--- config.mk ---
export PLATFORM = sky130hd
export DESIGN_NAME = pos_err_mon
export DESIGN_NICKNAME = d
export VERILOG_FILES = /design/src/rtl/pos_err_mon.sv
export SDC_FILE = /design/constraint.sdc
export NUM_CORES = 1
export LEC_CHECK = 0
export ABC_AREA = 0
export ABC_CLOCK_PERIOD_IN_PS = 4700
export CAP_MARGIN = 0
export CORE_UTILIZATION = 45
export DETAILED_ROUTE_END_ITERATION = 8
export HOLD_SLACK_MARGIN = 0.08
export PLACE_DENSITY = 0.74
export SLEW_MARGIN = 10
export SYNTH_ARGS = -nofsm -noshare
export SYNTH_HDL_FRONTEND = slang
export SYNTH_SLANG_ARGS = --single-unit
--- constraint.sdc ---
create_clock -name clk -period 4.7 [get_ports clk]
set_input_delay 1.175 -clock clk [delete_from_list [all_inputs] [get_ports clk]]
set_output_delay 1.175 -clock clk [all_outputs]
set_load 0.05 [all_outputs]
--- src/rtl/pos_err_mon.sv ---
// Position-error monitor: timestamps decoder error strobes into a show-ahead FIFO,
// keeps a saturating error total and raises a sticky alarm on error bursts within a window.
module pos_err_mon #(
  parameter int TS_W  = 16,
  parameter int DEPTH = 8,
  parameter int CNT_W = 16
) (
  input  logic                     clk,
  input  logic                     rst_n,
  input  logic                     err_vld,
  input  logic                     clr,
  input  logic [15:0]              win_len,
  input  logic [3:0]               alarm_th,
  input  logic                     rd_en,
  output logic [TS_W-1:0]          rd_data,
  output logic                     rd_vld,
  output logic [$clog2(DEPTH):0]   fifo_cnt,
  output logic                     ovf,
  output logic [CNT_W-1:0]         err_total,
  output logic                     alarm
);

  localparam int AW = $clog2(DEPTH);

  typedef enum logic {
    IDLE,
    ARMED
  } state_e;

  logic [TS_W-1:0]  ts_q;
  logic [TS_W-1:0]  mem_q [DEPTH];

  logic [AW-1:0]    wptr_q, wptr_d;
  logic [AW-1:0]    rptr_q, rptr_d;
  logic [AW-1:0]    rptr_nxt;
  logic [AW:0]      cnt_q, cnt_d;
  logic [TS_W-1:0]  head_q, head_d;
  logic             ovf_q, ovf_d;
  logic [CNT_W-1:0] tot_q, tot_d;

  state_e           state_q, state_d;
  logic [15:0]      wcnt_q, wcnt_d;
  logic [3:0]       hit_q, hit_d;
  logic [3:0]       hit_next;
  logic [3:0]       hit_inc;
  logic             alarm_q, alarm_d;

  logic             empty;
  logic             full;
  logic             pop;
  logic             push;
  logic             drop;

  assign empty    = (cnt_q == '0);
  assign full     = (cnt_q == (AW+1)'(DEPTH));
  assign pop      = rd_en & ~empty & ~clr;
  assign push     = err_vld & ~clr & (~full | pop);
  assign drop     = err_vld & ~clr & full & ~pop;
  assign rptr_nxt = rptr_q + AW'(1);

  // Free-running timestamp; deliberately untouched by clr.
  always_ff @(posedge clk or negedge rst_n) begin
    if (!rst_n) begin
      ts_q <= '0;
    end else begin
      ts_q <= ts_q + TS_W'(1);
    end
  end

  always_ff @(posedge clk) begin
    if (push) begin
      mem_q[wptr_q] <= ts_q;
    end
  end

  // head_q is a registered copy of the FIFO head so rd_data can hold while empty.
  always_comb begin
    wptr_d = wptr_q;
    rptr_d = rptr_q;
    cnt_d  = cnt_q;
    head_d = head_q;
    ovf_d  = ovf_q;
    tot_d  = tot_q;
    if (clr) begin
      wptr_d = '0;
      rptr_d = '0;
      cnt_d  = '0;
      ovf_d  = 1'b0;
      tot_d  = '0;
    end else begin
      if (push) begin
        wptr_d = wptr_q + AW'(1);
      end
      if (pop) begin
        rptr_d = rptr_nxt;
      end
      if (push && !pop) begin
        cnt_d = cnt_q + (AW+1)'(1);
      end else if (pop && !push) begin
        cnt_d = cnt_q - (AW+1)'(1);
      end
      if (push && (empty || (pop && cnt_q == (AW+1)'(1)))) begin
        head_d = ts_q;
      end else if (pop && cnt_q != (AW+1)'(1)) begin
        head_d = mem_q[rptr_nxt];
      end
      if (drop) begin
        ovf_d = 1'b1;
      end
      if (err_vld && tot_q != '1) begin
        tot_d = tot_q + CNT_W'(1);
      end
    end
  end

  always_ff @(posedge clk or negedge rst_n) begin
    if (!rst_n) begin
      wptr_q <= '0;
      rptr_q <= '0;
      cnt_q  <= '0;
      head_q <= '0;
      ovf_q  <= 1'b0;
      tot_q  <= '0;
    end else begin
      wptr_q <= wptr_d;
      rptr_q <= rptr_d;
      cnt_q  <= cnt_d;
      head_q <= head_d;
      ovf_q  <= ovf_d;
      tot_q  <= tot_d;
    end
  end

  assign hit_inc = (hit_q == 4'd15) ? 4'd15 : hit_q + 4'(err_vld);

  // hit_next includes this cycle's error so the alarm can trip on the final in-window hit.
  always_comb begin
    state_d  = state_q;
    wcnt_d   = wcnt_q;
    hit_d    = hit_q;
    hit_next = hit_q;
    alarm_d  = alarm_q;
    case (state_q)
      IDLE: begin
        if (err_vld) begin
          hit_next = 4'd1;
          hit_d    = 4'd1;
          if (win_len != 16'd0) begin
            state_d = ARMED;
            wcnt_d  = win_len;
          end
        end
      end
      ARMED: begin
        hit_next = hit_inc;
        hit_d    = hit_inc;
        wcnt_d   = wcnt_q - 16'd1;
        if (wcnt_q == 16'd1) begin
          state_d = IDLE;
          hit_d   = 4'd0;
        end
      end
      default: begin
        state_d = IDLE;
      end
    endcase
    if (alarm_th != 4'd0 && hit_next >= alarm_th) begin
      alarm_d = 1'b1;
    end
    if (clr) begin
      state_d = IDLE;
      wcnt_d  = 16'd0;
      hit_d   = 4'd0;
      alarm_d = 1'b0;
    end
  end

  always_ff @(posedge clk or negedge rst_n) begin
    if (!rst_n) begin
      state_q <= IDLE;
      wcnt_q  <= 16'd0;
      hit_q   <= 4'd0;
      alarm_q <= 1'b0;
    end else begin
      state_q <= state_d;
      wcnt_q  <= wcnt_d;
      hit_q   <= hit_d;
      alarm_q <= alarm_d;
    end
  end

  assign rd_data   = head_q;
  assign rd_vld    = ~empty;
  assign fifo_cnt  = cnt_q;
  assign ovf       = ovf_q;
  assign err_total = tot_q;
  assign alarm     = alarm_q;

endmodule

==> impl.org, run 1 <==
** Route
- DRC :: 0
- Summed over all layers, the routed wires come to 20.2 mm.
- Total via count in the routed design :: 6,037
- Dividing the detail-routed via count by the number of cells gives 5.89.
- In the final routed layout, each cell accounts on average for 19.8 microns.
- In this run the remaining antenna-violating nets after routing total 0.
- The first TritonRoute pass finished after 5 iterations.
- After the first detailed-routing iteration, the DRC count stood at 396.

** Clocking
- Post-CTS setup buffer count :: 0
- Hold-fix buffers at CTS :: 0
- Clock tree from TritonCTS :: built
- Clock tree synthesis found a total of 209 sinks.
- Master cell of the clock root buffer :: sky130_fd_sc_hd__clkbuf_16
- Cells resized by post-CTS repair :: 0
- In this run the number of H-tree levels came out at 1.
- Clock slew seen by the registers of the worst setup and hold paths :: 0.06 ns
- Maximum clock insertion buffer count :: 3
- The later pin in the worst-skew pair is clocked with a latency of 0.51 ns.
- In this run, CTS created clock tree buffers numbering 22.

** STA
- Static timing analysis puts the maximum clock frequency at 262 MHz.
- The clock period could shrink to 3.82 ns.
- Setup repair after global routing missed its margin :: no
- Setup total negative slack on the finished layout was measured at 0 ns.
- Maximum clock skew at final layout :: 0.0246 ns
- The worst pin sits at a relative slew slack of 0.318.
- Fin. max-slew vios :: 0
- The count of endpoints failing hold in the final timing report was 0.
- Setup violations remaining at the end of the flow were counted as 0.
- Dividing the final minimum period by the clock period gives 0.813.
- Slew at the pin closest to its max-slew limit :: 1.02 ns

** Power
- Switching power of the nets :: 1.67 mW
- Internal portion of total power :: 3.61 mW
- Static leakage :: 3.88 nW
- Of the total power, registers draw 0.411.
- The share of total power dissipated in combinational logic is 0.280.
- The share of total power dissipated in the clock network is 0.309.
- Areal power density over the cells :: 484 nW/um^2
- Of the total power, the share spent switching nets is 0.316.
- VDD sags by at most 0.255 mV.

** Placed design
- HPWL reported at the end of detailed placement :: 12.3 mm
- At the end of routability-driven placement, the weighted congestion stood at 0.882.
- Buffers placed on the I/O ports in this run total 63.
- Cell area after placement :: 10,200 sq um

** Logic synthesis
- Counting flops with a built-in enable in the synthesized netlist gives 128.
- In the synthesized netlist the async set-or-reset flop fraction comes to 0.388.
- FF+latch count, synth :: 209
- A synthesized cell averages 13.7 sq um.
- Mapped Cells :: 671
- Synthesis instantiated 55 different standard cells from the library.
- Of the synthesized area, sequential elements account for 0.639.
- Dominant register cell in the synthesized netlist :: sky130_fd_sc_hd__edfxtp_1
- When the netlist entered floorplanning its net count stood at 712.
- Cell Area, Synth :: 9190 sq um
- Yosys printed 0 warnings.

** Final layout
- In the final layout, the share of cells above drive strength 1 is 0.129.
- Post-Layout Inst Area :: 10,900 sq um
- At the end of the flow the core is filled with cells to 0.552.
- After the last flow step, the layout net total stands at 785.
- Number of inserted filler cells in the final layout :: 1,579
- Antenna cell count :: 0
- Layout-stage area growth over the synthesis result :: 18.4%

** Critical path
- On the worst path, the slowest cell contributes a delay of 0.74 ns.
- Endpoint of the worst-slack reg-to-reg timing path :: rd_data[0]
- Along the worst path, the maximum fanout reaches 6.
- The kind of cell with the highest combined delay along the critical path is buffers and inverters.
- STA classifies the critical path endpoint as an output port.
- The critical path contains buffers and inverters numbering 2 combined.
- Data on the critical path is required at its endpoint by 3.52 ns.
- The worst setup path is launched from a register.
- Standard cell with the maximum stage delay on the critical path :: sky130_fd_sc_hd__clkdlybuf4s50_1
- Crit Path Category :: register to output port
- Walking the worst path, the cells encountered are inv_1, ha_1, or3b_2, clkdlybuf4s50_1.
- Critical R2R Launch :: fifo_cnt[1]
- The worst register-to-register path has a setup slack of 1.74 ns.
- For the worst setup path, the data arrival time is 2.65 ns.
- Worst Reg2Reg Path Length in Cells :: 8

** Global routing
- GRT overflow :: 0
- The via count of the first global-routing pass was 6,159.
- Entering global routing, the biggest net connects 61 pins.
- Total Routing Usage GR :: 0.205
- The first global-routing pass estimated 32.6 mm of wire.
- Initial antenna violation count :: 0

** Hold path
- Hold crit path type :: register to register
- Worst Hold Depth :: 1
- The path with the worst hold slack has its endpoint at rd_data[9].
- Source of the worst hold timing path :: rd_data[9]

** Floorplan
- Site row count :: 51
- Die width :: 145 microns
- Overall die area :: 21,000 sq um
- The die is 145 microns tall.
- CORE AREA :: 19,700 sq um
- In this run the count of I/O pins placed on the die edge is 64.
- The initial utilization of the core area, before any placement, comes to 0.466.

** Run status
- Status :: finished clean

** Job
- Across the run, the number of max-cap violations was 0.
==> sequential cells by signal, summed over array words and instances (netlist names) <==
register	cells
mem_q	128
err_total	16
rd_data	16
ts_q	16
wcnt_q	16
fifo_cnt	4
hit_q	4
rptr_q	3
wptr_q	3
alarm	1
ovf	1
state_q	1
==> per-stage QoR <==
stage	setup WS [ns]	hold WS, ns	power (mW)	cells
4_1_cts	0.881	0.517	5.31	1025
3_3_place_gp	1.04	0.505	3.63	985
2_1_floorplan	0.832	0.506	3.25	671
6_report	0.878	0.516	5.27	1025
5_1_grt	0.789	0.533	5.49	1025
3_5_place_dp	0.871	0.503	3.68	985
==> worst max-delay path by stage <==
stage | cells after the start | end | start | slack, ns
floorplan | 4 | mem_q[0][0] | err_vld | 0.83
global placement | 7 | rd_data[9] | rd_en | 1.04
detailed placement | 7 | rd_data[8] | rd_en | 0.87
CTS | 4 | rd_vld | fifo_cnt[1] | 0.88
global route | 4 | rd_vld | fifo_cnt[1] | 0.79
finish | 4 | rd_vld | fifo_cnt[1] | 0.88
==> worst register-to-register path: stages (launching register included) <==
cell	delay, ns
sky130_fd_sc_hd__dfrtp_1	0.46
sky130_fd_sc_hd__inv_1	0.16
sky130_fd_sc_hd__ha_1	0.25
sky130_fd_sc_hd__nor4bb_1	0.37
sky130_fd_sc_hd__or3_1	0.43
sky130_fd_sc_hd__nor4_4	0.08
sky130_fd_sc_hd__buf_4	0.23
sky130_fd_sc_hd__nor2_2	0.62
sky130_fd_sc_hd__a221o_1	0.28
==> area by class of cell <==
| class | count | area, sq um | area share |
|---|---|---|---|
| flip-flops and latches | 209 | 5870 | 0.540 |
| multi-input cells | 414 | 3170 | 0.292 |
| repair buffers | 80 | 756 | 0.0694 |
| clock buffers | 33 | 642 | 0.0590 |
| well taps | 265 | 332 | 0.0305 |
| inverters | 17 | 63.8 | 0.00586 |
| clock inverters | 7 | 45.0 | 0.00414 |
==> power groups by stage <==
stage | Sequential (mW) | Combinational (mW) | Clock, mW
5_1_grt | 2.18 | 1.59 | 1.72
3_5_place_dp | 2.20 | 1.47 | 0
3_3_place_gp | 2.19 | 1.44 | 0
4_1_cts | 2.17 | 1.48 | 1.66
2_1_floorplan | 2.41 | 0.838 | 0
6_report | 2.17 | 1.48 | 1.63
==> synthesized netlist by cell type, types with 4 or more instances <==
library cell / n / area, sq um
sky130_fd_sc_hd__nand2_1: 63 / 236
sky130_fd_sc_hd__dfrtp_1: 81 / 2030
sky130_fd_sc_hd__buf_2: 7 / 35.0
sky130_fd_sc_hd__nand3_1: 21 / 105
sky130_fd_sc_hd__clkbuf_1: 21 / 78.8
sky130_fd_sc_hd__edfxtp_1: 128 / 3840
sky130_fd_sc_hd__ha_1: 16 / 200
sky130_fd_sc_hd__mux2i_1: 10 / 100
sky130_fd_sc_hd__mux4_2: 32 / 721
sky130_fd_sc_hd__inv_1: 16 / 60.1
sky130_fd_sc_hd__and3_1: 4 / 25.0
sky130_fd_sc_hd__a221o_1: 15 / 150
sky130_fd_sc_hd__a211oi_1: 5 / 37.5
sky130_fd_sc_hd__a21oi_1: 36 / 180
sky130_fd_sc_hd__a31oi_1: 7 / 43.8
sky130_fd_sc_hd__and2_1: 4 / 25.0
sky130_fd_sc_hd__nor3_1: 15 / 75.1
sky130_fd_sc_hd__xor2_1: 20 / 175
sky130_fd_sc_hd__nor2b_1: 6 / 37.5
sky130_fd_sc_hd__xnor2_1: 22 / 193
sky130_fd_sc_hd__nor4_1: 7 / 43.8
sky130_fd_sc_hd__nand4_1: 15 / 93.8
sky130_fd_sc_hd__a221oi_1: 5 / 43.8
sky130_fd_sc_hd__o21ai_0: 10 / 50.1
sky130_fd_sc_hd__nor2_1: 56 / 210
==> cells by family after synthesis <==
| group | after synthesis | synth area share |
|---|---|---|
| compound gates | 102 | 0.0765 |
| xor+xnor | 42 | 0.0400 |
| fa+ha+maj | 16 | 0.0218 |
| buf+inv | 48 | 0.0206 |
| flops | 209 | 0.639 |
| mux | 44 | 0.0918 |
| simple gates | 210 | 0.110 |
==> layer usage <==
layer	global-route usage	part of all wire
met1	0.275	0.42
met2	0.334	0.48
met3	0.0382	0.070
met4	0.0742	0.029
met5	0	0
==> cell usage in the layout (no fill, tap or decap), types with 3 or more instances in the layout <==
| cell type | count |
|---|---|
| sky130_fd_sc_hd__edfxtp_1 | 128 |
| sky130_fd_sc_hd__dfrtp_1 | 80 |
| sky130_fd_sc_hd__nand2_1 | 63 |
| sky130_fd_sc_hd__clkdlybuf4s50_1 | 62 |
| sky130_fd_sc_hd__nor2_1 | 56 |
| sky130_fd_sc_hd__a21oi_1 | 36 |
| sky130_fd_sc_hd__mux4_2 | 32 |
| sky130_fd_sc_hd__clkbuf_16 | 22 |
| sky130_fd_sc_hd__nand3_1 | 21 |
| sky130_fd_sc_hd__xnor2_1 | 21 |
| sky130_fd_sc_hd__xor2_1 | 19 |
| sky130_fd_sc_hd__buf_4 | 18 |
| sky130_fd_sc_hd__inv_1 | 16 |
| sky130_fd_sc_hd__nand4_1 | 15 |
| sky130_fd_sc_hd__a221o_1 | 15 |
| sky130_fd_sc_hd__ha_1 | 15 |
| sky130_fd_sc_hd__nor3_1 | 11 |
| sky130_fd_sc_hd__mux2i_1 | 10 |
| sky130_fd_sc_hd__o21ai_0 | 10 |
| sky130_fd_sc_hd__a31oi_1 | 7 |
| sky130_fd_sc_hd__nor2b_1 | 6 |
| sky130_fd_sc_hd__nor4_1 | 6 |
| sky130_fd_sc_hd__clkbuf_1 | 6 |
| sky130_fd_sc_hd__a211oi_1 | 5 |
| sky130_fd_sc_hd__a221oi_1 | 5 |
| sky130_fd_sc_hd__clkbuf_8 | 5 |
| sky130_fd_sc_hd__clkinv_1 | 4 |
| sky130_fd_sc_hd__and3_1 | 4 |
| sky130_fd_sc_hd__nor3_2 | 4 |
| sky130_fd_sc_hd__and2_1 | 4 |
| sky130_fd_sc_hd__o22ai_1 | 3 |
| sky130_fd_sc_hd__or4_1 | 3 |
| sky130_fd_sc_hd__nand2b_1 | 3 |
| sky130_fd_sc_hd__a32oi_1 | 3 |
| sky130_fd_sc_hd__a22oi_1 | 3 |
Note: power is estimated with default switching activity, not from simulation.
==> inputs of run 2 (changes only) <==
--- a/config.mk
+++ b/config.mk
@@ -6,7 +6,7 @@
 export NUM_CORES = 1
 export LEC_CHECK = 0
 export ABC_AREA = 0
-export ABC_CLOCK_PERIOD_IN_PS = 4700
+export ABC_CLOCK_PERIOD_IN_PS = 3800
 export CAP_MARGIN = 0
 export CORE_UTILIZATION = 45
 export DETAILED_ROUTE_END_ITERATION = 8
==> constraint.sdc (replaced) <==
create_clock -name clk -period 3.8 [get_ports clk]
set_input_delay 0.95 -clock clk [delete_from_list [all_inputs] [get_ports clk]]
set_output_delay 0.95 -clock clk [all_outputs]
set_load 0.05 [all_outputs]
==> run 2 against run 1 <==
First-iteration DRC count increased by 24%. Setup slack worse by 0.67 ns. Largest cell class unchanged. Largest power group unchanged. Register-to-register slack lost 0.66 ns. Sequential power grew 24%.
==> impl.org, run 2 (synthesis results as in run 1) <==
** Run status
- The flow ran to the end, and the final reports show no timing, DRC or antenna violations.

** Clocking
- Clock tree from TritonCTS :: built
- Cells resized by post-CTS repair :: 0
- In this run the number of H-tree levels came out at 1.
- Master cell of the clock root buffer :: sky130_fd_sc_hd__clkbuf_16
- Worst-skew pair later-pin latency :: 0.52 ns
- In this run the post-CTS setup repair buffer count came out at 0.
- After clock tree synthesis, the clock-pin slew on the worst setup and hold paths is 0.06 ns.
- Hold repair after CTS inserted 0 buffers.
- The clock passes through at most 3 buffers.
- Number of buffers inserted during clock tree synthesis :: 23
- Total clock sinks :: 209

** Critical path
- The largest individual stage delay along the critical path comes from the cell sky130_fd_sc_hd__clkdlybuf4s50_1.
- CP arrival :: 2.65 ns
- Data on the critical path is required at its endpoint by 2.85 ns.
- STA classifies the critical path endpoint as an output port.
- Crit Path Category :: register to output port
- The largest single stage delay on the critical path is 0.75 ns.
- Cell chain of the critical path :: inv_1, ha_1, or3b_2, clkdlybuf4s50_1
- Cell family with the largest share of critical-path delay :: buffers and inverters
- WP buf/inv :: 2
- The worst setup path is launched from a register.
- In this run the worst path has a maximum fanout of 6.

** Power
- Clk pwr share :: 0.318
- The share of total power dissipated in combinational logic is 0.275.
- For this design the total switching power over the nets is 2.10 mW.
- Cell internal power was estimated by the tool at 4.47 mW.
- Share of total power in sequential cells :: 0.407
- Areal power density over the cells :: 600 nW/um^2
- Largest voltage drop on the vdd net :: 0.323 mV
- Of the total power, the share spent switching nets is 0.319.
- In this run the static leakage power is 3.93 nW.

** Global routing
- The layer flagged by global routing as most heavily used is met2.
- Met1 Resource Use GR :: 0.260
- Across every metal layer, demand over resource in global routing totals 0.200.
- The via count of the first global-routing pass is 6,140.
- The first global-routing pass estimated 32.0 mm of wire.
- Met3 routing resource usage after global routing :: 0.0375
- For this run, global-route usage on met2 was measured as 0.337.
- Maximum number of pins on one net before global-route repair :: 73
- The initial antenna violation count is 0.
- GRT overflow :: 0

** STA
- Final critical-path share of the clock period :: 0.946
- Fin. max-slew vios :: 0
- Setup repair after global routing left no endpoint under its margin.
- Total negative slack for setup checks :: 0 ns
- Maximum clock rate :: 278 MHz
- Tmin final :: 3.60 ns
- Setup violations remaining at the end of the flow were counted as 0.
- Total count of hold-check failures in the final report :: 0
- For the final database, setup skew stands at 0.00811 ns.
- Headroom to the max-slew limit :: 0.342
- For the pin with the worst max-slew slack, the measured transition is 0.986 ns.

** Route
- Number of antenna-violating nets in the routed design :: 0
- Average detailed-routed wire length per instance :: 19.2 microns
- Total length of routed wires :: 19.8 mm
- For this run, design rule violations remaining after detail routing come to 0.
- Iteration count of the initial detailed-routing pass :: 5
- Total via count in the routed design :: 5,890
- Drt initial violations :: 490
- In the routed layout, each cell is associated on average with a via count of 5.69.

** Placed design
- Number of input and output port buffers inserted :: 63
- The number of placed instances, taps included, is 993.
- Detailed placement ended at an HPWL of 12.6 mm.
- Gpl congestion :: 0.864

** Final layout
- Count of placed standard cells in the final layout, fillers left out :: 1,035
- In the layout the commonest cells are 128 x sky130_fd_sc_hd__edfxtp_1, 80 x sky130_fd_sc_hd__dfrtp_1, 63 x sky130_fd_sc_hd__nand2_1.
- Number of flip-flops under the largest register name :: 128
- Total Nets Final :: 794
- Most frequent standard cell in the layout excluding fill and tap cells :: sky130_fd_sc_hd__edfxtp_1
- Layout-stage area growth over the synthesis result :: 19.2%
- For this run, the share of the core covered by cells in the final layout is 0.556.
- Antenna cell count :: 0
- Counting flops per register, the top entry is mem_q.
- Fraction of final layout cells with drive strength greater than 1 :: 0.140

** Floorplan
- Die width :: 145 microns
- Pin placement for this block handled 64 I/O pins.
- The die covers 21,000 sq um.
- CORE AREA :: 19,700 sq um
- The die is 145 microns tall.
- Initial core utilization :: 0.466
- Site row count :: 51

** Hold path
- The tightest min-delay check is of the register to register type.

** Job
- Max-capacitance violation count :: 0
-- run 2: layout make-up --
| type | instances | area, sq um |
|---|---|---|
| clock buffers | 30 | 623 |
| clock inverters | 12 | 95.1 |
| fillers | 1538 | 8760 |
| inverters | 17 | 63.8 |
| multi-input cells | 414 | 3160 |
| flip-flops and latches | 209 | 5870 |
| well taps | 265 | 332 |
| repair buffers | 88 | 816 |
-- run 2: final timing paths --
| check | slack, ns | cells after the start | start | end |
|---|---|---|---|---|
| max | 0.20 | 4 | fifo_cnt[1] | rd_vld |
| min | 0.51 | 1 | rd_data[3] | rd_data[3] |
| max reg2reg | 1.08 | 7 | fifo_cnt[1] | rd_data[4] |
| min reg2reg | 0.51 | 1 | rd_data[3] | rd_data[3] |
| max in group asynchronous | 2.51 | 2 | rst_n | rptr_q[2] |
| min in group asynchronous | 0.60 | 1 | rst_n | err_total[11] |
-- run 2: power groups by stage --
stage               combinational, mW  sequential (mW)  clock (mW)
finish                           1.81             2.68        2.09
global route                     1.95             2.69        2.22
CTS                              1.83             2.68        2.13
detailed placement               1.82             2.72           0
global placement                 1.78             2.71           0
floorplan                        1.04             2.98           0
-- run 2: metal layers --
metal  wire length (microns)  up-vias
li1                        -     2726
met1                    8390     2939
met2                    9830      193
met3                    1200       32
met4                     427        0
met5                       0        -
-- run 2: stage by stage --
step | setup slack, ns | hold slack [ns] | instance area [sq um] | total power [mW]
2_1_floorplan | 0.106 | 0.506 | 9190 | 4.02
3_3_place_gp | 0.471 | 0.497 | 10200 | 4.49
3_5_place_dp | 0.338 | 0.506 | 10200 | 4.54
4_1_cts | 0.193 | 0.519 | 11000 | 6.63
5_1_grt | 0.127 | 0.526 | 11000 | 6.86
6_report | 0.204 | 0.514 | 11000 | 6.57
==> inputs of run 3 (changes only) <==
--- a/config.mk
+++ b/config.mk
@@ -6,12 +6,12 @@
 export NUM_CORES = 1
 export LEC_CHECK = 0
 export ABC_AREA = 0
-export ABC_CLOCK_PERIOD_IN_PS = 3800
+export ABC_CLOCK_PERIOD_IN_PS = 3600
 export CAP_MARGIN = 0
 export CORE_UTILIZATION = 45
 export DETAILED_ROUTE_END_ITERATION = 8
 export HOLD_SLACK_MARGIN = 0.08
-export PLACE_DENSITY = 0.74
+export PLACE_DENSITY = 0.66
 export SLEW_MARGIN = 10
 export SYNTH_ARGS = -nofsm -noshare
 export SYNTH_HDL_FRONTEND = slang
==> constraint.sdc (replaced) <==
create_clock -name clk -period 3.6 [get_ports clk]
set_input_delay 0.9 -clock clk [delete_from_list [all_inputs] [get_ports clk]]
set_output_delay 0.9 -clock clk [all_outputs]
set_load 0.05 [all_outputs]
==> run 3 against run 2 <==
Utilization rose by 0.23 points. Power up 6.0%. Sequential share of layout area shrank 0.23 points. Hold slack worse by 0.10 ns. Cell count unchanged. Clock skew decreased by 0.00066 ns. Global-route usage rose by 0.62 points. Non-clock buffer count did not move. First-iteration DRC count fell by 17%. Largest power group unchanged.
==> impl.org, run 3 (synthesis results as in run 1) <==
** Placed design
- Input and output buffers added on the ports amount to 63.
- Gpl congestion :: 0.887
- Prior to clock tree synthesis, the placed netlist has a worst setup slack of 0.134 ns.
- HPWL reported at the end of detailed placement :: 12.8 mm

** Critical path
- Register-to-register path setup slack :: 0.85 ns
- In this run the critical register-to-register path is captured at rd_data[3].
- In this design, the stage delay of the slowest critical-path cell is 0.52 ns.
- Among all stages on the critical path, the largest delay is contributed by sky130_fd_sc_hd__or3b_2.
- Worst Reg2Reg Path Length in Cells :: 7
- The most critical setup path has its endpoint at rd_vld.
- The most critical setup path has its startpoint at fifo_cnt[1].
- The setup path with the least slack is of type register to output port.
- In this run the critical register-to-register path is launched from fifo_cnt[1].
- Worst Path Required :: 2.70 ns
- Largest fanout of any net on the critical path :: 6
- Total stage count of the critical path :: 4
- Cell chain of the critical path :: inv_1, ha_1, or3b_2, dlymetal6s2s_1
- STA classifies the critical path endpoint as an output port.
- At the worst endpoint, the arrival time is 2.19 ns.
- Broken down by cell family, the worst path's largest delay share belongs to simple AND/OR/NAND/NOR gates.
- The critical path contains buffers and inverters numbering 2 combined.
- Critical path launch point type :: register

** STA
- Based on the critical path, the design can be clocked at up to 323 MHz.
- Fin. max-slew vios :: 0
- On the final layout, the worst clock skew is 0.00746 ns.
- In this run the tightest slew margin relative to its limit is 0.345.
- The count of endpoints failing hold in the final timing report is 0.
- Worst Slack Setup Final :: 0.508 ns
- Slew at the pin closest to its max-slew limit :: 0.982 ns
- Setup violations remaining at the end of the flow were counted as 0.
- Hold WS :: 0.410 ns
- Final critical-path share of the clock period :: 0.859
- Setup repair after global routing left no endpoint under its margin.
- The smallest clock period supported by the final layout is computed as 3.09 ns.
- In the final timing run, aggregate negative setup slack is 0 ns.

** Global routing
- The initial antenna violation count is 0.
- The first global-routing pass estimated 32.8 mm of wire.
- Total Routing Usage GR :: 0.206
- Entering global routing, the biggest net connects 48 pins.
- The via count of the first global-routing pass was 6,082.
- For this run the aggregate overflow at the end of global routing stands at 0.

** Route
- DRC :: 0
- Total via count in the routed design :: 5,917
- After the first detailed-routing iteration, the DRC count stood at 409.
- Before antenna repair, the detailed router went through 5 iterations.
- Number of antenna-violating nets in the routed design :: 0
- Average detailed-routed wire length per instance :: 19.7 microns
- Total length of routed wires :: 20.4 mm
- After detailed routing, the number of vias per cell comes to 5.72.

** Power
- Dividing total power by cell area gives a power density of 633 nW/um^2.
- The share of total power dissipated in sequential elements is 0.406.
- Combinational share of power :: 0.275
- Static leakage :: 3.96 nW
- Of the total power, the share spent switching nets is 0.311.
- Internal portion of total power :: 4.80 mW
- Total power :: 6.97 mW
- The share of total power dissipated in the clock network is 0.319.
- For this design the total switching power over the nets is 2.17 mW.
- Across the VDD grid, the largest voltage drop is 0.306 mV.

** Floorplan
- Row generation in the floorplan step produced 51 rows.
- 64 I/O pins were placed.
- The core region is 19,700 sq um.
- Die height :: 145 microns
- Die width :: 145 microns
- Overall die area :: 21,000 sq um
- For this configuration, the core starts out at a cell density of 0.466.

** Run status
- The run finished with clean final reports.

** Final layout
- Antenna cell count :: 0
- Total Nets Final :: 794
- Reg with most FFs :: mem_q
- Layout-stage area growth over the synthesis result :: 19.7%
- Fraction of final layout cells with drive strength greater than 1 :: 0.139
- Number of flip-flops under the largest register name :: 128
- Highest-count cells in the layout ignoring fill and taps :: 128 x sky130_fd_sc_hd__edfxtp_1, 80 x sky130_fd_sc_hd__dfrtp_1, 63 x sky130_fd_sc_hd__nand2_1
- Most frequent standard cell in the layout excluding fill and tap cells :: sky130_fd_sc_hd__edfxtp_1

** Clocking
- Master cell of the clock root buffer :: sky130_fd_sc_hd__clkbuf_16
- The number of clock buffers added by TritonCTS is 23.
- Clock tree from TritonCTS :: built
- Number of H-tree levels :: 1
- After clock tree synthesis, the flow added hold-fix buffers numbering 0.
- Worst-skew pair later-pin latency :: 0.50 ns
- The clock passes through at most 3 buffers.
- Clock-pin slew was measured on the worst setup and hold paths at 0.06 ns.
- Total clock sinks :: 209

** Hold path
- Hold crit path type :: input port to async pin

** Job
- The tool flagged a number of max-cap violations equal to 0.
## run 3: final cells by class
class / instances / area, sq um
Multi-Input combinational cell: 414 / 3170
Tap cell: 265 / 332
Fill cell: 1564 / 8710
Inverter: 17 / 63.8
Sequential cell: 209 / 5870
Timing Repair Buffer: 88 / 843
Clock inverter: 9 / 77.6
Clock buffer: 33 / 643
## run 3: power groups by stage
stage                     clock network (mW)  logic (mW)  registers (mW)
after floorplan                            0        1.09            3.15
after global placement                     0        1.90            2.87
after detailed placement                   0        1.93            2.87
after CTS                               2.27        1.93            2.83
after global routing                    2.37        2.07            2.85
final                                   2.22        1.92            2.83
## run 3: through the flow
step / area [sq um] / util / std cells
2_1_floorplan: 9200 / - / 671
3_3_place_gp: 10300 / 0.521 / 993
3_5_place_dp: 10300 / 0.521 / 993
4_1_cts: 11000 / 0.558 / 1035
5_1_grt: 11000 / 0.558 / 1035
6_report: 11000 / 0.558 / 1035
## run 3: worst min path at each step
stage                startpoint      endpoint  slack [ns]
CTS                       rst_n     wcnt_q[3]        0.44
global placement     rd_data[9]    rd_data[9]        0.50
floorplan             rptr_q[1]     rptr_q[1]        0.51
global route              rst_n  err_total[3]        0.46
detailed placement  rd_data[15]   rd_data[15]        0.51
finish                    rst_n     wcnt_q[3]        0.41
## run 3: worst reg2reg max path, stage by stage (launching register included)
cell	delay, ns
sky130_fd_sc_hd__dfrtp_1	0.44
sky130_fd_sc_hd__inv_1	0.14
sky130_fd_sc_hd__ha_1	0.24
sky130_fd_sc_hd__nor4bb_1	0.40
sky130_fd_sc_hd__or3_1	0.44
sky130_fd_sc_hd__nor4_4	0.09
sky130_fd_sc_hd__nor2_2	0.66
sky130_fd_sc_hd__a221o_1	0.28
## run 3: repair_timing
item	CTS	global route
buffers inserted	0	0
setup endpoints to repair	0	1
gates resized for setup	0	1
## run 3: per-layer routing
| metal | up-vias | part of all wire | track usage |
|---|---|---|---|
| li1 | 2719 | - | - |
| met4 | 0 | 0.015 | 0.0548 |
| met2 | 191 | 0.49 | 0.352 |
| met3 | 25 | 0.058 | 0.0355 |
| met1 | 2982 | 0.43 | 0.272 |
| met5 | - | 0 | 0 |
